**config.mk**
```make
export PLATFORM = sky130hd
export DESIGN_NAME = seg7_scan_decoder
export DESIGN_NICKNAME = d
export VERILOG_FILES = /design/src/rtl/seg7_scan_decoder.sv
export SDC_FILE = /design/constraint.sdc
export NUM_CORES = 1
export LEC_CHECK = 0
export BUFFER_PORTS_ARGS = -buffer_cell sky130_fd_sc_hd__buf_4
export CAP_MARGIN = 5
export CELL_PAD_IN_SITES_DETAIL_PLACEMENT = 0
export CELL_PAD_IN_SITES_GLOBAL_PLACEMENT = 1
export CORE_ASPECT_RATIO = 1.4
export CORE_MARGIN = 2
export CORE_UTILIZATION = 43
export CTS_BUF_LIST = sky130_fd_sc_hd__clkbuf_2 sky130_fd_sc_hd__clkbuf_4 sky130_fd_sc_hd__clkbuf_8
export DETAILED_ROUTE_END_ITERATION = 8
export GPL_TIMING_DRIVEN = 1
export PLACE_DENSITY = 0.75
export SLEW_MARGIN = 20
export SYNTH_ARGS = -nofsm -noshare
export SYNTH_HDL_FRONTEND = slang
export SYNTH_SLANG_ARGS = --single-unit
```
**constraint.sdc**
```tcl
create_clock -name clk -period 1.88 [get_ports clk]
set_input_delay 0 -clock clk [delete_from_list [all_inputs] [get_ports clk]]
set_output_delay 0 -clock clk [all_outputs]
set_load 0.02 [all_outputs]
```
**src/rtl/seg7_scan_decoder.sv**
```systemverilog
// Recovers hex nibble and digit index from a scanned 7-segment bus, capturing on input stability.
// Define SEG7_SCAN_ACTIVE_LOW_EN for common-anode boards (segments and digit selects inverted).
module seg7_scan_decoder #(
   parameter  int NDIG          = 4,
   parameter  int STABLE_CYCLES = 3,
   parameter  int DEPTH         = 4,
   localparam int DW            = (NDIG > 1) ? $clog2(NDIG) : 1
) (
   input  logic            clk,
   input  logic            rst,
   input  logic [6:0]      seg_in,
   input  logic [NDIG-1:0] dig_in,
   output logic            out_valid,
   input  logic            out_ready,
   output logic [3:0]      out_hex,
   output logic [DW-1:0]   out_digit,
   output logic            out_err,
   output logic            ovf,
   input  logic            ovf_clr
);

   localparam int SW = NDIG + 7;
   localparam int AW = (DEPTH > 1) ? $clog2(DEPTH) : 1;
   localparam int CW = AW + 1;

   localparam logic [1:0] ST_IDLE  = 2'd0;
   localparam logic [1:0] ST_COUNT = 2'd1;
   localparam logic [1:0] ST_HELD  = 2'd2;

   typedef struct packed {
      logic          err;
      logic [DW-1:0] digit;
      logic [3:0]    hex;
   } word_t;

   logic [SW-1:0]   smp;
   logic [6:0]      smp_seg;
   logic [NDIG-1:0] smp_dig;
   logic            capturable;
   logic            change;

   logic [SW-1:0]   s_q;
   logic [1:0]      state_q, state_d;
   logic [7:0]      cnt_q, cnt_d;
   logic            push_q, push_d;
   word_t           word_q, word_d;

   word_t           mem_q [DEPTH];
   logic [AW-1:0]   wr_ptr_q, rd_ptr_q;
   logic [CW-1:0]   count_q, count_d;
   logic            ovf_q, ovf_d;
   logic            full, pop, wr_en, ovf_set;
   word_t           head;

`ifdef SEG7_SCAN_ACTIVE_LOW_EN
   assign smp = ~{dig_in, seg_in};
`else
   assign smp = {dig_in, seg_in};
`endif

   assign smp_seg    = smp[6:0];
   assign smp_dig    = smp[SW-1:7];
   assign capturable = (smp_dig != '0) && ((smp_dig & (smp_dig - 1'b1)) == '0)
                       && (smp_seg != 7'h00);
   assign change     = (smp != s_q);

   function automatic word_t decode(input logic [SW-1:0] s);
      word_t w;
      w.err   = 1'b0;
      w.hex   = 4'h0;
      w.digit = '0;
      case (s[6:0])
         7'h3F: w.hex = 4'h0;
         7'h06: w.hex = 4'h1;
         7'h5B: w.hex = 4'h2;
         7'h4F: w.hex = 4'h3;
         7'h66: w.hex = 4'h4;
         7'h6D: w.hex = 4'h5;
         7'h7D: w.hex = 4'h6;
         7'h07: w.hex = 4'h7;
         7'h7F: w.hex = 4'h8;
         7'h6F: w.hex = 4'h9;
         7'h77: w.hex = 4'hA;
         7'h7C: w.hex = 4'hB;
         7'h39: w.hex = 4'hC;
         7'h5E: w.hex = 4'hD;
         7'h79: w.hex = 4'hE;
         7'h71: w.hex = 4'hF;
         default: w.err = 1'b1;
      endcase
      for (int i = 0; i < NDIG; i++) begin
         if (s[7+i]) w.digit = DW'(i);
      end
      return w;
   endfunction

   always_comb begin
      // NOTE: every variable gets a default first so no path leaves it unassigned (no latch).
      state_d = state_q;
      cnt_d   = cnt_q;
      push_d  = 1'b0;
      if (!capturable) begin
         state_d = ST_IDLE;
         cnt_d   = 8'd0;
      end else begin
         case (state_q)
            ST_IDLE: begin
               if (change) begin
                  state_d = ST_COUNT;
                  cnt_d   = 8'd1;
               end
            end
            ST_COUNT: begin
               if (change) begin
                  cnt_d = 8'd1;
               end else if (cnt_q == 8'(STABLE_CYCLES)) begin
                  push_d  = 1'b1;
                  state_d = ST_HELD;
               end else begin
                  cnt_d = cnt_q + 8'd1;
               end
            end
            ST_HELD: begin
               if (change) begin
                  state_d = ST_COUNT;
                  cnt_d   = 8'd1;
               end
            end
            default: begin
               state_d = ST_IDLE;
               cnt_d   = 8'd0;
            end
         endcase
      end
   end

   // Word is taken from the stable sample register, so it is registered with the push pulse.
   assign word_d = decode(s_q);

   always_ff @(posedge clk or posedge rst) begin
      // NOTE: sequential state uses non-blocking assignments so all flops update together.
      if (rst) begin
         s_q     <= '0;
         state_q <= ST_IDLE;
         cnt_q   <= 8'd0;
         push_q  <= 1'b0;
         word_q  <= '0;
      end else begin
         s_q     <= smp;
         state_q <= state_d;
         cnt_q   <= cnt_d;
         push_q  <= push_d;
         word_q  <= word_d;
      end
   end

   assign full    = (count_q == CW'(DEPTH));
   assign out_valid = (count_q != '0);
   assign pop     = out_valid & out_ready;
   assign wr_en   = push_q & (~full | pop);
   assign ovf_set = push_q & full & ~pop;
   assign ovf_d   = ovf_set ? 1'b1 : (ovf_clr ? 1'b0 : ovf_q);

   always_comb begin
      count_d = count_q;
      case ({wr_en, pop})
         2'b10:   count_d = count_q + CW'(1);
         2'b01:   count_d = count_q - CW'(1);
         default: count_d = count_q;
      endcase
   end

   always_ff @(posedge clk or posedge rst) begin
      if (rst) begin
         wr_ptr_q <= '0;
         rd_ptr_q <= '0;
         count_q  <= '0;
         ovf_q    <= 1'b0;
      end else begin
         if (wr_en) wr_ptr_q <= wr_ptr_q + AW'(1);
         if (pop)   rd_ptr_q <= rd_ptr_q + AW'(1);
         count_q <= count_d;
         ovf_q   <= ovf_d;
      end
   end

   // NOTE: storage needs no reset; stale entries are never visible because outputs are gated by out_valid.
   always_ff @(posedge clk) begin
      if (wr_en) mem_q[wr_ptr_q] <= word_q;
   end

   assign head      = mem_q[rd_ptr_q];
   assign out_hex   = out_valid ? head.hex   : 4'h0;
   assign out_digit = out_valid ? head.digit : '0;
   assign out_err   = out_valid ? head.err   : 1'b0;
   assign ovf       = ovf_q;

endmodule
```
# Yosys cells after proc, flatten, opt, wreduce, memory -nomap -nowiden
# Memory sizes are Yosys's and may differ from the RTL's.
# Index checks and enable logic that the tools add are counted.
# word_totals
output_inout_bits	9
ram_bits	28
word_cells	93
regBits	37
n_memories	1
in_bits	15
# mem_list
memory	depth	width	rd	rd_clocked_by_memory_dff	wr	line_no	text
mem_q	4	7	1	0	1	48	word_t mem_q [DEPTH];
# classes
bitwise	8
reduce_logical	13
n_addsub	6
mux	27
n_eq_ne	27
# op_table
operator	n
$eq 7x7->1 const B	12
$pmux 4 s15	1
$mux 8	4
$pmux 8 s2	1
$reduce_or 16->1	1
$eq 7x3->1 const B	2
$eq 7x6->1 const B	2
$mux 2	7
$mux 1	11
$ne 11x11->1	1
$add 8x1->8 const B	1
$eq 8x2->1 const B	1
$reduce_bool 7->1	1
$ne 3x3->1 const B	2
$pmux 3 s2	1
$add 2x1->2 const B	2
$and 1x1->1	4
$and 4x4->4	1
$eq 2x1->1 const B	2
$eq 2x2->1 const B	2
$logic_not 4->1	1
$mux 4	1
$ne 4x4->1 const B	1
$pmux 2 s2	1
other kinds (15)	18

# Depth between registers and ports, before layout
# logic_depth
word_depth	7
mapped_depth	10
mapped_depth_nobuf	9

# Least setup slack after synthesis
# Ideal clock, no wire load.
# synth_path
path_type	reg-to-reg
start	reg count_q[0]
end	reg count_q[2]
setup_ns	0.079
arrival_ns	2.004
path_buffers	1
slack_ns	-0.203
stages_incl_launch_ff	11
path_cell_list	dfrtp_1 > nor4b_1 > nor2b_1 > clkbuf_1 > inv_1 > ha_1 > inv_1 > fa_1 > xor2_1 > nor2_1 > xor2_1
# synth_via
elab_chain_cells	6
elab_cells_between_ends	12
classes_between	add/sub (2); eq/ne (3); mux (1); bitwise (4); reduce/logical (2)
# synth_lines
element	line_no	text
start, declared	50	logic [CW-1:0] count_q, count_d;
start signal, assigned	182	count_q <= count_d;
$reduce_bool 3->1 or $eq 3x3->1 (tied branches)	158, 157	
$and 1x1->1 or $not 1->1 (tied branches)	159, 160	
$or 1x1->1	160	assign wr_en = push_q & (~full | pop);
$and 1x1->1	160	
$eq 2x1->1 or $eq 2x2->1 (tied branches)	166	case ({wr_en, pop})
$pmux 3 s2 or $reduce_bool 2->1 (tied branches)	n/a	
# Parallel ways exist; a longest one is shown, timed or not.
# A chain may end at the register's enable or synchronous reset.

# Worst setup path after layout
# layout_path
start	reg count_q[1]
end	reg count_q[2]
# The elaborated chain is that of the path after synthesis.

==> run summary <==
The worst slew slack as a fraction of its limit was 0.676; the synthesis-to-layout area growth was 23.1%. Final count of pins violating max slew: 0. The proportion of layout cells with a drive suffix above 1 is 0.281. The portion of the post-synthesis area used by sequential elements was 0.552. For the maximum number of pins on one net before global-route repair, the log shows 38. Setup violations remaining at the end of the flow were counted as 0. A synthesized cell averages 12.6 um^2. The pin slew with the least headroom to its limit is 0.486 ns, and the overall routing resource usage is 0.156.

Among all flip-flop cells after synthesis, the most frequent one is sky130_fd_sc_hd__dfrtp_1. The weighted congestion at the end of routability-driven global placement is 0.784, and the number of flops mapped to enable cells by yosys is 28. The starting density of the core is 0.440, and the CTS H-tree depth is 3. The filler-free cell count of the finished design is 407, and the count of antenna-violating nets left after detailed routing is 0.

The Yosys step of the flow raised 0 warnings. The fraction of post-synthesis cell area in the top cell type by area is 0.290, and the final HPWL from detailed placement is 3850 um. The residual DRC count was 0; the height of the chip was 106 um.

For the number of standard-cell rows in the floorplan, the log shows 37. CTS placed an instance of sky130_fd_sc_hd__clkbuf_8 at the clock tree root. Worst-case clock buffer depth: 2.

The worst hold path class was in2reg. The number of design-rule violations left by the first detailed-router iteration came out at 82. The buffer and inverter count on the worst path was 2; the cell total after placement was 372.

For the net switching power of the design, the log shows 0.00113 W. After clock tree synthesis, the clock-pin slew on the worst setup and hold paths is 0.07 ns. Final critical-path share of the clock period: 0.983. STA puts the critical path data arrival time at 2.12 ns.

The run gives 0 as the antenna diode count. The worst setup path is captured at a register. The flow ran to the end, and the final reports show no timing, DRC or antenna violations. The biggest area contributor in the post-synthesis netlist is sky130_fd_sc_hd__dfrtp_1. The peak supply drop came out at 0.518 mV. At the end of the flow, the number of nets in the layout was 327. The first global-routing pass estimated 9980 um of wire. The proportion of power drawn by combinational gates was 0.242; the synthesis-stage register bit count was 65.

The die covers 8150 um^2. The logs give 0.00384 W for the post-route total power and 65 for the count of distinct cell types in the synthesized netlist. The largest individual stage delay along the critical path comes from the cell sky130_fd_sc_hd__dfrtp_1.

Setup repair after global routing could not meet its margin everywhere. The tools report the synthesized area as 3200 um^2. Synthesis handed over a netlist of 254 instances. In the final routed layout, each cell accounts on average for 14.0 um.

The tools report the worst clock skew on the final layout as 0.00593 ns. After layout, the minimum clock period comes to 1.85 ns. The tools report the via count of the first global-routing pass as 2129. The routed layout has 2087 vias.

Walking the worst path, the cells encountered are nor4b_4 -> nor2b_2 -> inv_2 -> ha_4 -> inv_2 -> fa_2 -> xor2_1 -> nor2_1 -> xor2_1. The tools report the static leakage as 1.56 nW. The async set-or-reset flop fraction in the synthesized netlist was 0.569.

On the worst path, the slowest cell contributes a delay of 0.42 ns. The register share of total power is 0.449. The tools report the first-pass detailed-route iteration total as 4. The footprint of the multi-input gates is 1360 um^2, and the number of port buffers is 23. The logs give 0.542 for the core utilization of the finished layout and 0.00271 W for the internal power summed over all cells. The worst setup path is of the reg2reg kind. The run gives 1770 um^2 as the storage element area. The final-layout fill cell count was 626. The critical path data required time is 2.15 ns, and the synthesized netlist net count is 276. The final layout contains routed wiring with a total length of 5680 um.

The share of total power consumed by net switching works out to 0.295. The worst setup path is launched from a register. The number of clock sinks seen by CTS was 65. For the initial antenna violation count, the log shows 0.

Sorting the synthesized cells by area gives the leading types as sky130_fd_sc_hd__dfrtp_1, sky130_fd_sc_hd__edfxtp_1, sky130_fd_sc_hd__mux4_2, sky130_fd_sc_hd__xor2_1, sky130_fd_sc_hd__and2_1. Summed over all layers, the global routing overflow is 0. For the relative contribution of the clock network to total power, the log shows 0.309.

Across the run, the number of max-cap violations was 0. TritonCTS created 9 clock buffers. The maximum fanout encountered on the critical timing path works out to 3. TritonCTS built the clock tree.

The via density per instance is 5.13. Derived from the worst setup path, the maximum achievable clock frequency is 541 MHz. The run gives 0 as the final hold violation count. The clock insertion delay at the later pin of the skew report is 0.34 ns, and the power per unit of standard cell area is 976 nW/um^2.

The number of placed I/O pins came out at 24. On the critical path the largest part of the delay comes from simple AND/OR/NAND/NOR gates. The core region is 7270 um^2. Overall die width: 76.9 um.
-- placed cells by master, fill, tap and decap left out, drive strengths merged, types with 3 or more instances in the layout --
cell type and instances:
xor2 15, edfxtp 28, and2 14, clkbuf 9, nand4 3, dlygate4sd3 14, nor2b 3, dfrtp 37
mux2i 3, o21ai 11, clkinv 6, o31ai 3, nand3b 3, nor2 5, and3 3, nor4 4
inv 12, a31oi 3, nor3 9, nand3 4, mux4 7, nand2 16, ha 6, buf 40
a211oi 4, xnor2 6
-- logic make-up (layout without fill, tap and decap cells) --
| kind of cell | after synthesis | count (layout) | synth area share |
|---|---|---|---|
| xor+xnor | 21 | 21 | 0.0599 |
| simple gates | 83 | 83 | 0.163 |
| mux | 10 | 10 | 0.0587 |
| compound gates | 42 | 42 | 0.0990 |
| fa+ha+maj | 7 | 7 | 0.0297 |
| flops | 65 | 65 | 0.552 |
| buf+inv | 26 | 82 | 0.0372 |
-- synthesized netlist by cell type (2+ instances only) --
cell type / number
sky130_fd_sc_hd__nand4_1: 3
sky130_fd_sc_hd__xor2_1: 14
sky130_fd_sc_hd__o21bai_1: 2
sky130_fd_sc_hd__a2bb2oi_1: 2
sky130_fd_sc_hd__o21ai_0: 11
sky130_fd_sc_hd__nor3_1: 8
sky130_fd_sc_hd__edfxtp_1: 28
sky130_fd_sc_hd__or2_2: 2
sky130_fd_sc_hd__xnor2_1: 6
sky130_fd_sc_hd__nand3b_1: 3
sky130_fd_sc_hd__a221oi_1: 2
sky130_fd_sc_hd__mux2i_1: 3
sky130_fd_sc_hd__nand3_1: 3
sky130_fd_sc_hd__ha_1: 6
sky130_fd_sc_hd__o22ai_1: 2
sky130_fd_sc_hd__o211ai_1: 2
sky130_fd_sc_hd__and2_1: 14
sky130_fd_sc_hd__o31ai_1: 2
sky130_fd_sc_hd__a211oi_1: 3
sky130_fd_sc_hd__inv_1: 11
sky130_fd_sc_hd__a31oi_1: 3
sky130_fd_sc_hd__clkbuf_1: 4
sky130_fd_sc_hd__dfrtp_1: 37
sky130_fd_sc_hd__buf_2: 8
sky130_fd_sc_hd__and3b_1: 2
sky130_fd_sc_hd__nor4b_1: 2
sky130_fd_sc_hd__nand2_1: 16
sky130_fd_sc_hd__nand2b_1: 2
sky130_fd_sc_hd__nor2b_1: 3
sky130_fd_sc_hd__and3_1: 2
sky130_fd_sc_hd__a21oi_1: 2
sky130_fd_sc_hd__mux4_2: 7
sky130_fd_sc_hd__nor2_1: 5
sky130_fd_sc_hd__nor4_1: 2
sky130_fd_sc_hd__a21o_1: 2
-- registers in the layout, indices dropped and copies added (netlist names) --
signal    count
s_q          11
word_q        7
mem_q        28
state_q       2
count_q       3
ovf           1
cnt_q         8
wr_ptr_q      2
rd_ptr_q      2
push_q        1
-- final timing paths --
check                      cells after the start          end  slack, ns  startpoint
hold reg to reg                                2          ovf       0.50      push_q
min in group asynchronous                      4   count_q[0]       0.34         rst
setup / recovery                               9   count_q[2]       0.03  count_q[1]
setup reg to reg                               9   count_q[2]       0.03  count_q[1]
max in group asynchronous                      4  rd_ptr_q[0]       1.19         rst
hold / removal                                 2       s_q[0]       0.32   seg_in[0]
-- layer usage --
layer	vias to the layer above	wire [um]	GRT usage
met2	43	2970	0.269
li1	1032	-	-
met5	-	0	0
met1	1004	2420	0.184
met4	0	93	0.0662
met3	8	191	0.0382
-- area by class of cell --
| class | count | share of cell area |
|---|---|---|
| Clock buffer | 9 | 0.0315 |
| Clock inverter | 7 | 0.0200 |
| Inverter | 12 | 0.0114 |
| Multi-Input combinational cell | 163 | 0.345 |
| Sequential cell | 65 | 0.449 |
| Tap cell | 97 | 0.0308 |
| Timing Repair Buffer | 54 | 0.112 |
-- per-stage QoR --
stage / setup TNS (ns) / instance area [um^2] / hold slack, ns / worst slack, ns
after CTS: -0.0201 / 3900 / 0.306 / -0.0201
after global placement: 0 / 3530 / 0.135 / 0.0244
final: 0 / 3940 / 0.319 / 0.0316
after detailed placement: -0.00899 / 3530 / 0.134 / -0.00899
after global routing: -0.110 / 3940 / 0.311 / -0.101
after floorplan: -0.0231 / 3230 / 0.0314 / -0.0231
-- power by group through the flow --
stage	logic, W	registers [W]	clock network [W]
after floorplan	0.000697	0.00164	0
after global placement	0.000865	0.00174	0
after detailed placement	0.000874	0.00174	0
after CTS	0.000911	0.00172	0.00122
after global routing	0.00101	0.00174	0.00129
final	0.000929	0.00172	0.00119
-- repair_timing --
| action | CTS | global route |
|---|---|---|
| hold buffers | 14 | 0 |
| buffers inserted | 3 | 2 |
| pin swaps | 6 | 4 |
| gates resized for setup | 1 | 4 |
| endpoints found under the hold margin | 50 | 0 |
| setup endpoints to repair | 8 | 4 |
Note: power is estimated with default switching activity, not from simulation.
